**src/rtl/pc_gen_ysyx_if.sv**
```systemverilog
// Fetch-side bus between the next-PC generator and the rest of the core:
// decoder operands, commit/redirect controls, and the IFU valid/ready pair.
`timescale 1ns/1ps
interface pc_gen_ysyx_if #(
   parameter int XLEN  = 32,
   parameter int CNT_W = 64
);
   logic [XLEN-1:0]  imm;
   logic [XLEN-1:0]  rs1;
   logic             PCAsrc;
   logic             PCBsrc;
   logic             commit_valid;
   logic             trap_valid;
   logic [XLEN-1:0]  mtvec;
   logic             mret_valid;
   logic [XLEN-1:0]  mepc;
   logic [XLEN-1:0]  pc;
   logic             pc_valid;
   logic             pc_ready;
   logic             misalign;
   logic [CNT_W-1:0] instret;

   // PC generator side: drives the fetch address and status.
   modport master (
      output pc, pc_valid, misalign, instret,
      input  imm, rs1, PCAsrc, PCBsrc, commit_valid, trap_valid,
             mtvec, mret_valid, mepc, pc_ready
   );

   // Core/IFU side: supplies operands, commits and the ready.
   modport slave (
      input  pc, pc_valid, misalign, instret,
      output imm, rs1, PCAsrc, PCBsrc, commit_valid, trap_valid,
             mtvec, mret_valid, mepc, pc_ready
   );
endinterface

```
**src/rtl/pc_gen_ysyx.sv**
```systemverilog
// Sequential next-PC generator: holds the architectural PC, offers it to the
// IFU with valid/ready, and on retirement computes the next fetch address
// (A+B adder with JALR LSB clear, trap/mret redirects, misalignment trap)
// while counting retired instructions.
`timescale 1ns/1ps
module pc_gen_ysyx #(
   parameter int              XLEN      = 32,
   parameter logic [XLEN-1:0] RESET_VEC = 32'h80000000,
   parameter int              CNT_W     = 64
) (
   input  logic           clk,
   input  logic           rst,
   pc_gen_ysyx_if.master  bus
);

   typedef enum logic [1:0] {
      BOOT  = 2'd0,
      FETCH = 2'd1,
      WAIT  = 2'd2
   } state_t;

   state_t           r_state;
   state_t           w_nextState;
   logic             w_pcValid;
   logic             w_commit;

   logic [XLEN-1:0]  r_pc;
   logic             r_misalign;
   logic [CNT_W-1:0] r_instret;

   logic [XLEN-1:0]  w_addA;
   logic [XLEN-1:0]  w_addB;
   logic [XLEN-1:0]  w_sum;
   logic             w_isJalr;
   logic [XLEN-1:0]  w_target;
   logic             w_badTarget;
   logic [XLEN-1:0]  w_nextPc;

   // State register; reset drops back to the BOOT bubble immediately.
   always_ff @(posedge clk or posedge rst) begin
      if (rst) begin
         r_state <= BOOT;
      end else begin
         r_state <= w_nextState;
      end
   end

   // Next-state decode; pc_valid is a pure function of the state, and
   // commits are only honoured while waiting for the instruction to retire.
   always_comb begin
      w_nextState = r_state;
      w_pcValid   = 1'b0;
      w_commit    = 1'b0;
      case (r_state)
         BOOT: begin
            w_nextState = FETCH;
         end
         FETCH: begin
            w_pcValid = 1'b1;
            if (bus.pc_ready) begin
               w_nextState = WAIT;
            end
         end
         WAIT: begin
            if (bus.commit_valid) begin
               w_commit    = 1'b1;
               w_nextState = FETCH;
            end
         end
         default: begin
            w_nextState = BOOT;
         end
      endcase
   end

   // Target adder and redirect selection; JALR clears bit 0 before the
   // alignment check, and only the computed target is alignment-checked.
   always_comb begin
      w_addA      = bus.PCAsrc ? bus.imm : XLEN'(32'd4);
      w_addB      = bus.PCBsrc ? r_pc : bus.rs1;
      w_sum       = w_addA + w_addB;
      w_isJalr    = bus.PCAsrc & ~bus.PCBsrc;
      w_target    = {w_sum[XLEN-1:1], w_sum[0] & ~w_isJalr};
      w_badTarget = ~bus.trap_valid & ~bus.mret_valid & (|w_target[1:0]);
      if (bus.trap_valid) begin
         w_nextPc = bus.mtvec;
      end else if (bus.mret_valid) begin
         w_nextPc = bus.mepc;
      end else if (w_badTarget) begin
         w_nextPc = bus.mtvec;
      end else begin
         w_nextPc = w_target;
      end
   end

   // Architectural PC, misalignment pulse and retire counter all move only
   // on an accepted commit; the pulse self-clears on the following edge.
   always_ff @(posedge clk or posedge rst) begin
      if (rst) begin
         r_pc       <= RESET_VEC;
         r_misalign <= 1'b0;
         r_instret  <= '0;
      end else if (w_commit) begin
         r_pc       <= w_nextPc;
         r_misalign <= w_badTarget;
         r_instret  <= r_instret + CNT_W'(1);
      end else begin
         r_misalign <= 1'b0;
      end
   end

   assign bus.pc       = r_pc;
   assign bus.pc_valid = w_pcValid;
   assign bus.misalign = r_misalign;
   assign bus.instret  = r_instret;

endmodule

```
**src/flat_wrapper.sv**
```systemverilog
// flat-port wrapper written by rule: the top's interface ports become plain ports
module pc_gen_ysyx_flat 
#(
   parameter int              XLEN      = 32,
   parameter logic [XLEN-1:0] RESET_VEC = 32'h80000000,
   parameter int              CNT_W     = 64
)
  (clk, rst, bus_pc, bus_pc_valid, bus_misalign, bus_instret, bus_imm, bus_rs1, bus_PCAsrc, bus_PCBsrc, bus_commit_valid, bus_trap_valid, bus_mtvec, bus_mret_valid, bus_mepc, bus_pc_ready);
  pc_gen_ysyx_if #(.XLEN(XLEN), .CNT_W(CNT_W)) bus_i ();
  input  logic clk;
  input  logic rst;
  output wire logic [$bits(bus_i.pc)-1:0] bus_pc;
  output wire logic [$bits(bus_i.pc_valid)-1:0] bus_pc_valid;
  output wire logic [$bits(bus_i.misalign)-1:0] bus_misalign;
  output wire logic [$bits(bus_i.instret)-1:0] bus_instret;
  input wire logic [$bits(bus_i.imm)-1:0] bus_imm;
  input wire logic [$bits(bus_i.rs1)-1:0] bus_rs1;
  input wire logic [$bits(bus_i.PCAsrc)-1:0] bus_PCAsrc;
  input wire logic [$bits(bus_i.PCBsrc)-1:0] bus_PCBsrc;
  input wire logic [$bits(bus_i.commit_valid)-1:0] bus_commit_valid;
  input wire logic [$bits(bus_i.trap_valid)-1:0] bus_trap_valid;
  input wire logic [$bits(bus_i.mtvec)-1:0] bus_mtvec;
  input wire logic [$bits(bus_i.mret_valid)-1:0] bus_mret_valid;
  input wire logic [$bits(bus_i.mepc)-1:0] bus_mepc;
  input wire logic [$bits(bus_i.pc_ready)-1:0] bus_pc_ready;
  assign bus_pc = bus_i.pc;
  assign bus_pc_valid = bus_i.pc_valid;
  assign bus_misalign = bus_i.misalign;
  assign bus_instret = bus_i.instret;
  assign bus_i.imm = bus_imm;
  assign bus_i.rs1 = bus_rs1;
  assign bus_i.PCAsrc = bus_PCAsrc;
  assign bus_i.PCBsrc = bus_PCBsrc;
  assign bus_i.commit_valid = bus_commit_valid;
  assign bus_i.trap_valid = bus_trap_valid;
  assign bus_i.mtvec = bus_mtvec;
  assign bus_i.mret_valid = bus_mret_valid;
  assign bus_i.mepc = bus_mepc;
  assign bus_i.pc_ready = bus_pc_ready;
  pc_gen_ysyx #(.XLEN(XLEN), .RESET_VEC(RESET_VEC), .CNT_W(CNT_W)) u_core (.clk(clk), .rst(rst), .bus(bus_i));
endmodule
```
**config.mk**
```make
export PLATFORM = sky130hd
export DESIGN_NAME = pc_gen_ysyx_flat
export DESIGN_NICKNAME = d
export VERILOG_FILES = /design/src/rtl/pc_gen_ysyx_if.sv /design/src/rtl/pc_gen_ysyx.sv /design/src/flat_wrapper.sv
export SDC_FILE = /design/constraint.sdc
export NUM_CORES = 1
export LEC_CHECK = 0
export ABC_CLOCK_PERIOD_IN_PS = 5300
export CAP_MARGIN = 20
export CORE_MARGIN = 2
export CORE_UTILIZATION = 35
export CTS_CLUSTER_DIAMETER = 150
export DETAILED_ROUTE_END_ITERATION = 10
export PLACE_DENSITY_LB_ADDON = 0.05
export SYNTH_ARGS = -nofsm -noshare
export SYNTH_HDL_FRONTEND = slang
export SYNTH_SLANG_ARGS = --single-unit
```
**constraint.sdc**
```tcl
create_clock -name clk -period 5.3 [get_ports clk]
set_clock_uncertainty 0.1 [all_clocks]
set_input_delay 1.06 -clock clk [delete_from_list [all_inputs] [get_ports clk]]
set_output_delay 1.06 -clock clk [all_outputs]
set_load 0.05 [all_outputs]
```
Word level (Yosys, flattened, before mapping)

Cells that the tools add are included.

Add/subtract/negate cells: 2
Multiply operators: 0
Divide/modulo/power cells: 0
Magnitude comparators: 0
Equal/unequal tests: 4
Shifts and indexed selects: 0
Muxes and demuxes: 12
Bitwise logic cells: 8
Reductions and logical operators: 3

Operators by type and width:

| kind                    | number |
|---|---|
| $mux W32                | 5 |
| $add A64 B1 Y64 const B | 1 |
| $add A32 B32 Y32        | 1 |
| $pmux W2 S3             | 1 |
| $and A1 B1 Y1           | 4 |
| $mux W1                 | 4 |
| $mux W2                 | 2 |
| $ne A2 B2 Y1 const B    | 2 |
| $not A1 Y1              | 4 |
| $eq A2 B1 Y1 const B    | 1 |
| $eq A2 B2 Y1 const B    | 1 |
| $logic_not A2 Y1        | 1 |
| $reduce_and A2 Y1       | 1 |
| $reduce_or A2 Y1        | 1 |

Register bits: 99
Latch bits: 0
RAM bits: 0
Memory bits (read-only): 0
Input port bits: 136
Output and inout bits: 98
Logic and storage cells: 33
Memories: 0

Logic depth before layout (Yosys ltp)

Gate-level depths: netlist of run 1.

Depth after elaboration: 9
Mapped depth: 14
Gate-level depth less buffers: 12

Worst setup path before layout of run 1

No wires, ideal clock.

Path type: input to register
From: in bus_PCBsrc
To: reg u_core.r_pc[28] (netlist: u_core.bus.pc[28])
Library setup time: 0.129 ns
Data arrival time: 4.188 ns
Required time: 5.071 ns
Setup slack: 0.883 ns
Stages on the path: 13
Buffers on the path: 2
Cell sequence: clkbuf_1 -> clkbuf_1 -> mux2_2 -> ha_1 -> a21oi_1 -> o21ai_0 -> a221o_1 -> a2111o_1 -> o21bai_1 -> o221ai_1 -> mux2_2 -> a311oi_1 -> o21ai_0

Longest elaborated chain between the ends: 9
Elaborated cells on any way between the ends: 11
Those cells by class: add/sub (1); mux (4); bitwise (5); reduce/logical (1)

Ends and longest elaborated chain:

| item                                                                     | RTL line           | source |
|---|---|---|
| start: declaration                                                       | flat_wrapper.sv:19 | `input wire logic [$bits(bus_i.PCBsrc)-1:0] bus_PCBsrc;` |
| parallel branches: the longest is 6 deep, another holds $add A32 B32 Y32 | --                 |  |
| $mux W32 *                                                               | pc_gen_ysyx.sv:89  | `end else if (w_badTarget) begin` |
| $mux W32 *                                                               | pc_gen_ysyx.sv:87  | `end else if (bus.mret_valid) begin` |
| $mux W32 *                                                               | pc_gen_ysyx.sv:85  | `if (bus.trap_valid) begin` |
| end signal: assignment                                                   | pc_gen_ysyx.sv:104 | `r_pc <= w_nextPc;` |
| end: declaration                                                         | pc_gen_ysyx.sv:27  | `logic [XLEN-1:0] r_pc;` |

Every way passes the cells marked *.
A chain may end at the register's enable or synchronous reset.

Worst setup path in the final report of run 1

From: in bus_PCAsrc
To: reg u_core.r_pc[28] (netlist: u_core.bus.pc[28])

Longest elaborated chain between the ends: 8
Elaborated cells on any way between the ends: 10
Those cells by class: add/sub (1); mux (4); bitwise (4); reduce/logical (1)

Ends and longest elaborated chain:

| item                                                  | RTL line                             | source |
|---|---|---|
| start: declaration                                    | flat_wrapper.sv:18                   | `input wire logic [$bits(bus_i.PCAsrc)-1:0] bus_PCAsrc;` |
| $mux W32 / $and A1 B1 Y1 (equally long branches)      | pc_gen_ysyx.sv:79, pc_gen_ysyx.sv:82 |  |
| $add A32 B32 Y32 / $not A1 Y1 (equally long branches) | pc_gen_ysyx.sv:81, pc_gen_ysyx.sv:83 |  |
| $and A1 B1 Y1                                         | pc_gen_ysyx.sv:83                    | `w_target = {w_sum[XLEN-1:1], w_sum[0] & ~w_isJalr};` |
| $reduce_or A2 Y1                                      | pc_gen_ysyx.sv:84                    | `w_badTarget = ~bus.trap_valid & ~bus.mret_valid & (\|w_target[1:0]);` |
| $and A1 B1 Y1                                         | pc_gen_ysyx.sv:84                    |  |
| $mux W32 *                                            | pc_gen_ysyx.sv:89                    |  |
| $mux W32 *                                            | pc_gen_ysyx.sv:87                    |  |
| $mux W32 *                                            | pc_gen_ysyx.sv:85                    |  |

Mark *: on every way between the ends. The rest lies on a longest branch, timed or not.

==> impl_metrics.csv, run 1 <==
group,metric,value,unit
timing,tightestPinTransition,0.9966,ns
synthesis,synth_ff_type,"dfrtp_1",
detailed_routing,drt-initial-drc-count,491,
global_route,grt_usage,0.2235,
synthesis,syn_inst,786,
timing,setup_violations,0,
global_route,grt_pass1_vias,6822,
run_status,outcome,"finished clean",
clock_tree,cts_buffer_depth,2,
die,die-area,21180,µm²
clock_tree,root_buffer,"clkbuf_16",
synthesis,synth_top_cell_by_area,"dfrtp_1",
timing,hold_violations,0,
setup_path,crit_fanout,16,
synthesis,ys_async_sr_fraction,1.000,
die,rows,51,
detailed_routing,wl_per_cell,18.40,µm
clock_tree,clkSinkCount,99,
placed_design,routabilityCongestion,0.8742,
synthesis,synth_edf_count,0,
detailed_routing,routed-via-count,6698,
timing,tns,0,ns
power,sw_frac_of_total,0.4539,
final_layout,syn_to_final_growth,41.93,%
setup_path,cp.required,5.43,ns
synthesis,yosysSeqAreaShare,0.3535,
clock_tree,htree_levels,3,
timing,max_slew_margin,0.3332,
clock_tree,postCtsSetupRepairBufs,0,
setup_path,endpoint_kind,"flop",
die,coreArea,19590,µm²
clock_tree,tritoncts,"yes",
clock_tree,numCtsBuffers,9,
die,ios,234,
power,p_total,3683,µW
power,seq_power_share,0.280,
synthesis,synth_seq_cells,99,
run,max_cap_viol_count,0,
synthesis,yosysMostFrequentCell,"dfrtp_1",
final_layout,antennaDiodeCount,0,
global_route,grt_pass1_wl,37860,µm
power,p_int,2011,µW
synthesis,synth_top_area_share,0.3498,
final_layout,final_layout_size_suffix_gt1_frac,0.08103,
die,initial_core_util,0.3579,
setup_path,cp.arrival,4.62,ns
clock_tree,clkTransAtPathRegs,0.08,ns
power,p_clk_frac,0.187,
synthesis,synth_area,7012,µm²
synthesis,synth_nets,955,
synthesis,synth_cell_types,65,
detailed_routing,ant_nets,0,
final_layout,nets,1176,
global_route,grt_antenna_before_repair,0,
clock_tree,clock_latency,0.36,ns
synthesis,synth_area_leaders,"dfrtp_1 (35%), xnor2_1 (7.5%), ha_1 (5.7%), mux2_2 (5.3%), a21oi_1 (3.6%)",
timing,rsz0062_at_grt,"false",
hold_path,hold_class,"reg -> reg",
power,ir_drop,0.0002359,V
global_route,overflow,0,
timing,max_clock_freq,222.7,MHz
power,powerDensity,370.1,nW/µm²
power,leakagePower,0.004210,µW
power,power_frac_comb,0.533,
placed_design,place.port_buffers,233,
detailed_routing,drc,0,
clock_tree,holdBufCountCts,0,
setup_path,start_kind,"input port",
detailed_routing,firstDrtPassIters,7,
setup_path,path_class,"in -> reg",
die,die_y,145.5,µm
timing,fin_crit_sh,0.8473,
die,die_x,145.5,µm
timing,fin_crit,4.491,ns
synthesis,yosys_warnings,0,
clock_tree,post_cts_resized,0,
synthesis,syn_area_per_cell,8.921,µm²
detailed_routing,viasPerCell,5.245,
synthesis,synthTopCellsByCount,"dfrtp_1 (98), nand2_1 (68), xnor2_1 (60), nor2_1 (57), a21oi_1 (51)",
power,switchingPower,1672,µW
final_layout,nFillCells,1930,
placed_design,dp_hpwl,17490,µm
detailed_routing,routed_wl,23500,µm
setup_path,r2r_slack,1.84,ns
timing,final-max-slew-violation-count,0,
global_route,grt_max_degree,69,
## cells by family (layout without fill, tap and decap cells)
kind of cell / count (synthesis) / after routing / share of synthesized area
buffers and inverters: 55 / 281 / 0.03051
AO/OA/AOI/OAI: 205 / 205 / 0.1904
adder cells (fa/ha/maj): 33 / 33 / 0.05996
AND/OR/NAND/NOR: 270 / 270 / 0.1986
XOR/XNOR: 89 / 89 / 0.1112
multiplexers: 35 / 35 / 0.05585
flip-flops: 99 / 99 / 0.3535
## power by group through the flow
stage               combinational, µW  sequential, µW  clock [µW]
floorplan                         858            1470           0
global placement                 1960            1040           0
detailed placement               1960            1040           0
CTS                              1970            1030         708
global route                     2120            1050         742
finish                           1960            1030         688
## final cells by class
| class | instances | area (µm²) | area share |
|---|---|---|---|
| flip-flops and latches | 99 | 2479 | 0.2491 |
| inverters | 19 | 73.82 | 0.007418 |
| repair buffers | 246 | 2437 | 0.2449 |
| multi-input cells | 632 | 4325 | 0.4346 |
| clock inverters | 6 | 66.31 | 0.006663 |
| well taps | 265 | 331.6 | 0.03332 |
| clock buffers | 10 | 239.0 | 0.02401 |
## sequential cells by signal (all words and copies together), names as in the netlist
name / cells
u_core.r_state: 2
u_core.bus.misalign: 1
u_core.bus.pc: 32
u_core.bus.instret: 64
## critical path, stage by stage
cell,delay [ns]
clkdlybuf4s50_1,0.71
buf_4,0.30
and2_1,0.15
ha_1,0.29
a21oi_1,0.16
o21ai_0,0.14
a221o_1,0.39
a2111o_1,0.39
o21bai_1,0.20
o221ai_1,0.20
mux2_2,0.31
a311oi_1,0.23
o21ai_0,0.10
## worst paths after layout
check / from / endpoint / cells past startpoint
max in group asynchronous: rst / u_core.bus.pc[14] / 3
min in group asynchronous: rst / u_core.bus.instret[48] / 2
worst min register to register: u_core.bus.instret[63] / u_core.bus.instret[63] / 1
worst min-delay path: u_core.bus.instret[63] / u_core.bus.instret[63] / 1
worst max register to register: u_core.bus.pc[13] / u_core.bus.pc[28] / 11
worst max-delay path: bus_PCAsrc / u_core.bus.pc[28] / 13
## per-stage QoR
stage	setup slack, ns	area, µm²	hold slack [ns]	utilization	std cells
global route	0.4026	9952	0.3960	0.5080	1277
floorplan	0.8833	7012	0.4568	-	786
detailed placement	0.4695	9647	0.3630	0.4924	1261
finish	0.8094	9952	0.3644	0.5080	1277
global placement	0.5156	9647	0.3580	0.4924	1261
CTS	0.8419	9952	0.3732	0.5080	1277
## per-layer routing
metal  part of all wire  vias up  GRT usage
li1                   -     3290          -
met1               0.46     3139     0.3060
met2               0.46      238     0.3647
met3              0.053       31    0.03730
met4              0.020        0    0.06471
met5                  0        -          0
## placed cells by master (no fill, tap or decap), types with 5 or more instances in the layout
master,count
dfrtp_1,98
xor2_1,29
clkdlybuf4s50_1,232
o21bai_1,7
o21a_1,6
a211oi_1,9
nand3_1,27
a221o_1,9
a221oi_1,6
nand2b_1,7
nand2_1,68
nand4_1,20
a22oi_1,10
o31ai_1,9
nor3_1,13
and2_1,34
o22ai_1,6
o211ai_1,5
o21ai_0,48
a21o_1,11
buf_4,12
xnor2_1,60
and3_1,16
a21oi_1,51
ha_1,32
mux2_2,33
clkbuf_16,9
inv_1,16
nor2_1,56
Note: power is estimated with default switching activity, not from simulation.
==> inputs of run 2 (changes only) <==
ABC_CLOCK_PERIOD_IN_PS = 4310   (was 5300)
clock period = 4.31 ns   (was 5.3 ns; I/O delays follow)
==> run 2 against run 1 <==
Net effect: first-iteration DRC count decreased by 32%; combinational power grew 28%; largest cell class unchanged; wire length down 1.4%; power increased by 25%; critical path depth rose by 1; worst setup slack worse by 0.48 ns; die area did not move; sequential share of layout area down 0.54 points; final cell count increased by 2.0%; highest routed layer is now met5; via count increased by 1.3%; largest power group unchanged; global-route usage shrank 0.52 points; worst hold slack better by 0.0045 ns.
==> impl_metrics.csv, run 2 (synthesized netlist as in run 1, its figures left out) <==
group,metric,value,unit
detailed_routing,drt-initial-drc-count,334,
setup_path,crit_fanout,25,
die,die-area,21180,µm²
final_layout,largest_reg_flops,64,
timing,tightestPinTransition,0.9083,ns
global_route,grt_max_degree,64,
setup_path,endpoint_kind,"flop",
timing,hold_violations,0,
placed_design,routabilityCongestion,0.8918,
final_layout,final_layout_size_suffix_gt1_frac,0.1032,
die,coreArea,19590,µm²
power,leakagePower,0.004344,µW
clock_tree,clkTransAtPathRegs,0.08,ns
die,die_x,145.5,µm
detailed_routing,wl_met2,10860,µm
timing,tns,0,ns
timing,whs,0.3689,ns
clock_tree,clock_latency,0.36,ns
die,die_y,145.5,µm
final_layout,nFillCells,1913,
timing,fin_crit,3.979,ns
detailed_routing,routed-via-count,6783,
clock_tree,holdBufCountCts,0,
final_layout,syn_to_final_growth,45.08,%
setup_path,cp-startpoint,"bus_PCAsrc",
die,rows,51,
timing,rsz0062_at_grt,"false",
detailed_routing,wl_met3,1363,µm
clock_tree,numCtsBuffers,9,
clock_tree,htree_levels,3,
detailed_routing,ant_nets,0,
setup_path,cp.required,4.47,ns
clock_tree,postCtsSetupRepairBufs,0,
placed_design,dp_hpwl,17680,µm
global_route,grt_usage,0.2182,
final_layout,antennaDiodeCount,0,
timing,setup_violations,0,
die,initial_core_util,0.3579,
final_layout,most-common-layout-cells,"clkdlybuf4s50_1 (232), dfrtp_1 (98), nand2_1 (68), xnor2_1 (60), nor2_1 (56)",
clock_tree,tritoncts,"yes",
timing,fin_crit_sh,0.9232,
placed_design,placed_cells,1286,
timing,max_slew_margin,0.3922,
setup_path,path_class,"in -> reg",
global_route,grt_antenna_before_repair,1,
clock_tree,root_buffer,"clkbuf_16",
final_layout,fin_util,0.5193,
run,max_cap_viol_count,0,
power,ir_drop,0.0003527,V
hold_path,hold_class,"reg -> reg",
run_status,outcome,"finished clean",
setup_path,start_kind,"input port",
clock_tree,cts_buffer_depth,2,
detailed_routing,drc,0,
timing,final-max-slew-violation-count,0,
clock_tree,post_cts_resized,0,
detailed_routing,firstDrtPassIters,5,
clock_tree,clkSinkCount,99,
global_route,grt_pass1_wl,36850,µm
detailed_routing,routed_wl,23180,µm
detailed_routing,viasPerCell,5.210,
setup_path,rr_startpoint,"u_core.bus.pc[15]",
final_layout,final_common_cell,"clkdlybuf4s50_1",
detailed_routing,routed.top_layer,"met5",
hold_path,min_from,"u_core.bus.instret[63]",
setup_path,cp.arrival,4.14,ns
die,ios,234,
placed_design,place.port_buffers,233,
detailed_routing,wl_per_cell,17.80,µm
final_layout,nets,1201,
global_route,grt_pass1_vias,6823,
power,p_total,4598,µW
final_layout,final_cells,1302,
timing,max_clock_freq,251.3,MHz
detailed_routing,wl_met1,10590,µm
power,powerDensity,452.0,nW/µm²
global_route,overflow,0,
[run 2: changes by cell type in the layout (fill, tap and decap cells not counted)]
cell	change
buf_12	+3
buf_4	+22
clkbuf_8	-1
inv_6	+1
[run 2: final timing paths]
check / end / slack [ns] / depth (start not counted)
min reg2reg: u_core.bus.instret[63] / 0.37 / 1
max: u_core.bus.pc[31] / 0.33 / 14
min: u_core.bus.instret[63] / 0.37 / 1
max in group asynchronous: u_core.bus.instret[13] / 2.55 / 3
min in group asynchronous: u_core.bus.instret[57] / 0.80 / 2
max reg2reg: u_core.bus.pc[31] / 0.92 / 12
[run 2: area by class of cell]
type | instances | area, µm² | area share
clock buffers | 9 | 225.2 | 0.02214
well taps | 265 | 331.6 | 0.03260
repair buffers | 271 | 2663 | 0.2617
flip-flops and latches | 99 | 2479 | 0.2437
inverters | 19 | 73.82 | 0.007257
clock inverters | 7 | 75.07 | 0.007380
multi-input cells | 632 | 4325 | 0.4252
[run 2: routing by layer]
metal / track usage / up-vias
met5: 0 / -
met4: 0.05049 / 2
met3: 0.05423 / 26
met2: 0.3611 / 224
met1: 0.2887 / 3190
li1: - / 3341
[run 2: critical path, cell delays in order]
cell and delay [ns]:
clkdlybuf4s50_1 0.47, buf_12 0.18, and2_1 0.14, ha_1 0.31
buf_4 0.14, nand4_1 0.13, a2111oi_0 0.41, a311oi_1 0.12
a211oi_1 0.36, o21ai_1 0.20, o21ai_0 0.33, xnor2_1 0.16
a21oi_1 0.06, o31ai_1 0.27
[run 2: through the flow]
stage	setup slack, ns	area, µm²
after global placement	0.07565	9872
after CTS	0.3365	10170
final	0.3309	10170
after floorplan	0.09134	7012
after global routing	0.02137	10170
after detailed placement	-0.03141	9872
[run 2: where the power goes]
group	total, µW	switching (µW)	internal (µW)
sequential	1260	161	1100
combinational	2500	1490	1010
clock	838	425	413
